`config.mk`:
```
export PLATFORM = sky130hd
export DESIGN_NAME = key_schedule_seq
export DESIGN_NICKNAME = d
export VERILOG_FILES = /design/src/rtl/key_schedule_seq.sv
export SDC_FILE = /design/constraint.sdc
export NUM_CORES = 1
export LEC_CHECK = 0
export BUFFER_PORTS_ARGS = -buffer_cell sky130_fd_sc_hd__buf_2
export CAP_MARGIN = 20
export CORE_ASPECT_RATIO = 0.8
export CORE_MARGIN = 2
export CORE_UTILIZATION = 55
export CTS_CLUSTER_SIZE = 12
export DETAILED_ROUTE_END_ITERATION = 10
export PLACE_DENSITY_LB_ADDON = 0.1
export SYNTH_ARGS = -nofsm -noshare
export SYNTH_HDL_FRONTEND = slang
export SYNTH_SLANG_ARGS = --single-unit
```
`constraint.sdc`:
```
create_clock -name clk -period 9.9 [get_ports clk]
set_input_delay 2.475 -clock clk [delete_from_list [all_inputs] [get_ports clk]]
set_output_delay 2.475 -clock clk [all_outputs]
set_load 0.02 [all_outputs]
```
`src/rtl/key_schedule_seq.sv`:
```
// key_schedule_seq: expands one seed into ROUNDS+1 round keys, one per accepted
// handshake on a valid/ready stream, mirroring each key into a readable table.
`default_nettype none

module key_schedule_seq #(
  parameter int               WIDTH  = 8,
  parameter int               ROUNDS = 10,
  parameter int               ROT    = 1,
  parameter logic [WIDTH-1:0] POLY   = 8'h1B,
  localparam int              IDX_W  = $clog2(ROUNDS + 1)
) (
  input  logic             clk,
  input  logic             rst,
  input  logic             start,
  input  logic [WIDTH-1:0] in_key,
  output logic             busy,
  output logic             rk_valid,
  input  logic             rk_ready,
  output logic [WIDTH-1:0] rk_data,
  output logic [IDX_W-1:0] rk_idx,
  output logic             done,
  output logic             table_valid,
  input  logic [IDX_W-1:0] rd_idx,
  output logic [WIDTH-1:0] rd_key
);

  localparam logic [IDX_W-1:0] LAST_IDX = IDX_W'(ROUNDS);

  typedef enum logic [0:0] {
    IDLE = 1'b0,
    GEN  = 1'b1
  } state_t;

  state_t           state_q, state_d;
  logic [WIDTH-1:0] cur_q, cur_d;
  logic [WIDTH-1:0] rcon_q, rcon_d;
  logic [IDX_W-1:0] idx_q, idx_d;
  logic             done_q, done_d;
  logic             tv_q, tv_d;
  logic             wr_en;
  logic [WIDTH-1:0] tbl_q [0:ROUNDS];
  logic [WIDTH-1:0] rotl;
  logic [WIDTH-1:0] rcon_dbl;

  assign rotl     = (cur_q << ROT) | (cur_q >> (WIDTH - ROT));
  // Carry-less doubling: shift out the MSB and fold it back in through POLY.
  assign rcon_dbl = {rcon_q[WIDTH-2:0], 1'b0} ^ (rcon_q[WIDTH-1] ? POLY : '0);

  always_comb begin
    state_d = state_q;
    cur_d   = cur_q;
    idx_d   = idx_q;
    rcon_d  = rcon_q;
    done_d  = 1'b0;
    tv_d    = tv_q;
    wr_en   = 1'b0;
    case (state_q)
      IDLE: begin
        if (start) begin
          cur_d   = in_key;
          idx_d   = '0;
          rcon_d  = WIDTH'(1);
          tv_d    = 1'b0;
          state_d = GEN;
        end
      end
      GEN: begin
        if (rk_ready) begin
          wr_en = 1'b1;
          if (idx_q == LAST_IDX) begin
            state_d = IDLE;
            done_d  = 1'b1;
            tv_d    = 1'b1;
          end else begin
            cur_d  = rotl ^ rcon_q;
            idx_d  = idx_q + 1'b1;
            rcon_d = rcon_dbl;
          end
        end
      end
      default: state_d = IDLE;
    endcase
  end

  always_ff @(posedge clk or posedge rst) begin
    if (rst) begin
      state_q <= IDLE;
      cur_q   <= '0;
      idx_q   <= '0;
      rcon_q  <= WIDTH'(1);
      done_q  <= 1'b0;
      tv_q    <= 1'b0;
    end else begin
      state_q <= state_d;
      cur_q   <= cur_d;
      idx_q   <= idx_d;
      rcon_q  <= rcon_d;
      done_q  <= done_d;
      tv_q    <= tv_d;
    end
  end

  always_ff @(posedge clk or posedge rst) begin
    if (rst) begin
      for (int i = 0; i <= ROUNDS; i++) tbl_q[i] <= '0;
    end else if (wr_en) begin
      tbl_q[idx_q] <= cur_q;
    end
  end

  // Out-of-range read addresses fall through to zero.
  always_comb begin
    rd_key = '0;
    for (int i = 0; i <= ROUNDS; i++) begin
      if (rd_idx == IDX_W'(i)) rd_key = tbl_q[i];
    end
  end

  assign busy        = (state_q == GEN);
  assign rk_valid    = (state_q == GEN);
  assign rk_data     = cur_q;
  assign rk_idx      = idx_q;
  assign done        = done_q;
  assign table_valid = tv_q;

endmodule

`default_nettype wire

```
==> out/results.txt <==
global-route wire length before repair - 18.1 mm
CP Max Fanout - 39
GP Congestion - 0.775
setup TNS - 0 ns
Synth top area share - 51.2%
Top FF cell, synth - dfrtp_1
initial antenna violation count - 0
Area growth syn-to-layout - 9.01%
CTS tree - built
I/O pin total - 40
cell area after layout - 5860 um^2
crit path kind - in -> out
Gate Count Post-Synth - 429
H-tree lvl count - 3
Min Hold Slack - 0.490 ns
area leader, netlist - dfrtp_1
Fmax - 0.144 GHz
Post-Syn Nets - 449
Resize count post-CTS - 0
Setup crit end kind - output pin
Post-CTS Setup Inserts - 0
max-capacitance violation count - 0
final core utilization - 61.2%
Clock transition at path regs - 0.07 ns
die height - 92.4 um
register bit total from synthesis - 111
Hold Path Class - reg -> reg
DP Wirelength - 7.33 mm
first-pass detailed-route iteration total - 5
Root Driver - clkbuf_16
core box area - 9570 um^2
Routed wire per std cell - 19.2 um
number of port buffers - 39
vias in the first global route - 3,375
Horiz. Die Dim - 115 um
n_diodes - 0
Clk Latency, worst-skew pair - 0.35 ns
gr ovfl total - 0
Static Leak - 2.68 nW
die outline area - 10,600 um^2
overall power - 1.76 mW
Post-synth EDFFs - 0
total track usage - 22.4%
RSZ-0062 raised after global routing - false
DP Cell Count - 559
Initial DRC Count - 183
Seq/Total Area, Yosys - 51.7%
clk sinks - 111
max-slew violation count - 0
Hold Buf Count CTS - 0
ys async rst share - 100%
Final Setup Violations - 0
average footprint of a synthesized cell - 12.5 um^2
Worst Path Arrival - 4.48 ns
Num CTS Buffers - 9
critical path required time - 7.43 ns
most common cell after layout, fill and taps aside - dfrtp_1
commonest non-fill, non-tap cells in the layout - 110 x dfrtp_1, 91 x mux2_2, 39 x buf_2
Setup Skew - 0.00776 ns
layout cells sized above 1 - 39.7%
Synth Cell Area - 5370 um^2
Slew HR - 45.0%
status - complete, no violations
Worst VDD drop - 161 uV
Synth area leaders - dfrtp_1 51%, mux2_2 19%, mux4_2 3.4%
drt drc - 0
Placed Area - 5570 um^2
Rows - 32
drt via density - 5.95
routed wire length - 11.0 mm
largest net degree at the start of global routing - 62
Clock Path Buffers - 2
Worst setup SP type - input pin
Final Hold Violating Endpoints - 0
final worst setup slack - 2.94 ns
nets - 471
routed via count - 3,423
Fill cells - 795
Detail Route Antenna Nets - 0
worst slack at placement - 2.98 ns
Power Density - 301 nW/um^2
period utilization - 70.3%
Initial Utilization - 56.2%
Final Critical Period - 6.96 ns
fin cells - 575
worst slew pin tran - 0.824 ns
Netlist cell types - 49
Yosys warning count - 0
==> flip-flops by register name, summed over array words and instances (netlist names) <==
signal,count
table_valid,1
rk_data,8
busy,1
done,1
rcon_q,8
rk_idx,4
tbl_q,88
==> area by class of cell <==
| type | instances | area (um^2) | area share, % |
|---|---|---|---|
| Timing Repair Buffer | 42 | 218 | 3.72 |
| Clock buffer | 9 | 225 | 3.84 |
| Clock inverter | 7 | 58.8 | 1.00 |
| Inverter | 5 | 21.3 | 0.363 |
| Sequential cell | 111 | 2780 | 47.4 |
| Tap cell | 119 | 149 | 2.54 |
| Multi-Input combinational cell | 282 | 2410 | 41.1 |
==> worst max-delay path, stage by stage <==
cell,delay (ns)
buf_2,0.63
nor2b_1,0.59
a22o_1,0.22
a221o_1,0.15
a221oi_2,0.04
nor3_2,0.17
buf_2,0.18
==> layer usage <==
layer	track usage [%]	vias up	routed length [um]
li1	-	1578	-
met1	34.6	1766	5570
met2	33.0	68	4900
met3	4.71	11	455
met4	4.07	0	96
met5	0	-	0
==> power breakdown <==
group | switching [mW] | leakage (nW) | internal [mW] | total [mW]
sequential | 0.190 | 1.41 | 0.656 | 0.846
combinational | 0.263 | 1.14 | 0.310 | 0.573
clock | 0.169 | 0.132 | 0.173 | 0.343
total | 0.622 | 2.68 | 1.14 | 1.76
==> synth_stat cells, types with 3 or more instances <==
cell and n:
a21oi_1 8, nand2b_1 4, buf_6 4, buf_2 9, mux2_1 3, mux2i_1 11
nand3_1 9, nor2_1 15, o221ai_1 4, nor3_1 6, ha_1 4, inv_1 4
buf_4 3, o22ai_1 10, mux2_2 91, nor2b_1 3, clkbuf_1 14, o21ai_0 20
nand2_1 32, mux4_2 8, nand2_2 9, dfrtp_1 110, xnor2_1 12
==> worst paths after layout <==
check	startpoint	to	slack (ns)	cells past startpoint
worst max register to register	busy	tbl_q[60]	7.79	4
min in group asynchronous	rst	rk_data[2]	2.20	2
worst min register to register	tbl_q[80]	tbl_q[80]	0.49	1
worst max-delay path	rd_idx[1]	rd_key[2]	2.94	7
max in group asynchronous	rst	tbl_q[73]	6.50	3
worst min-delay path	tbl_q[80]	tbl_q[80]	0.49	1
==> kinds of logic after synthesis <==
logic type               count (synthesis)  share of synthesized area, %
AO/OA/AOI/OAI                           57                          7.22
flip-flops                             111                          51.7
AND/OR/NAND/NOR                         95                          9.43
buffers and inverters                   36                          3.49
multiplexers                           113                          25.1
adder cells (fa/ha/maj)                  4                         0.931
XOR/XNOR                                13                          2.12
No activity file was read; power rests on OpenSTA's default activity.
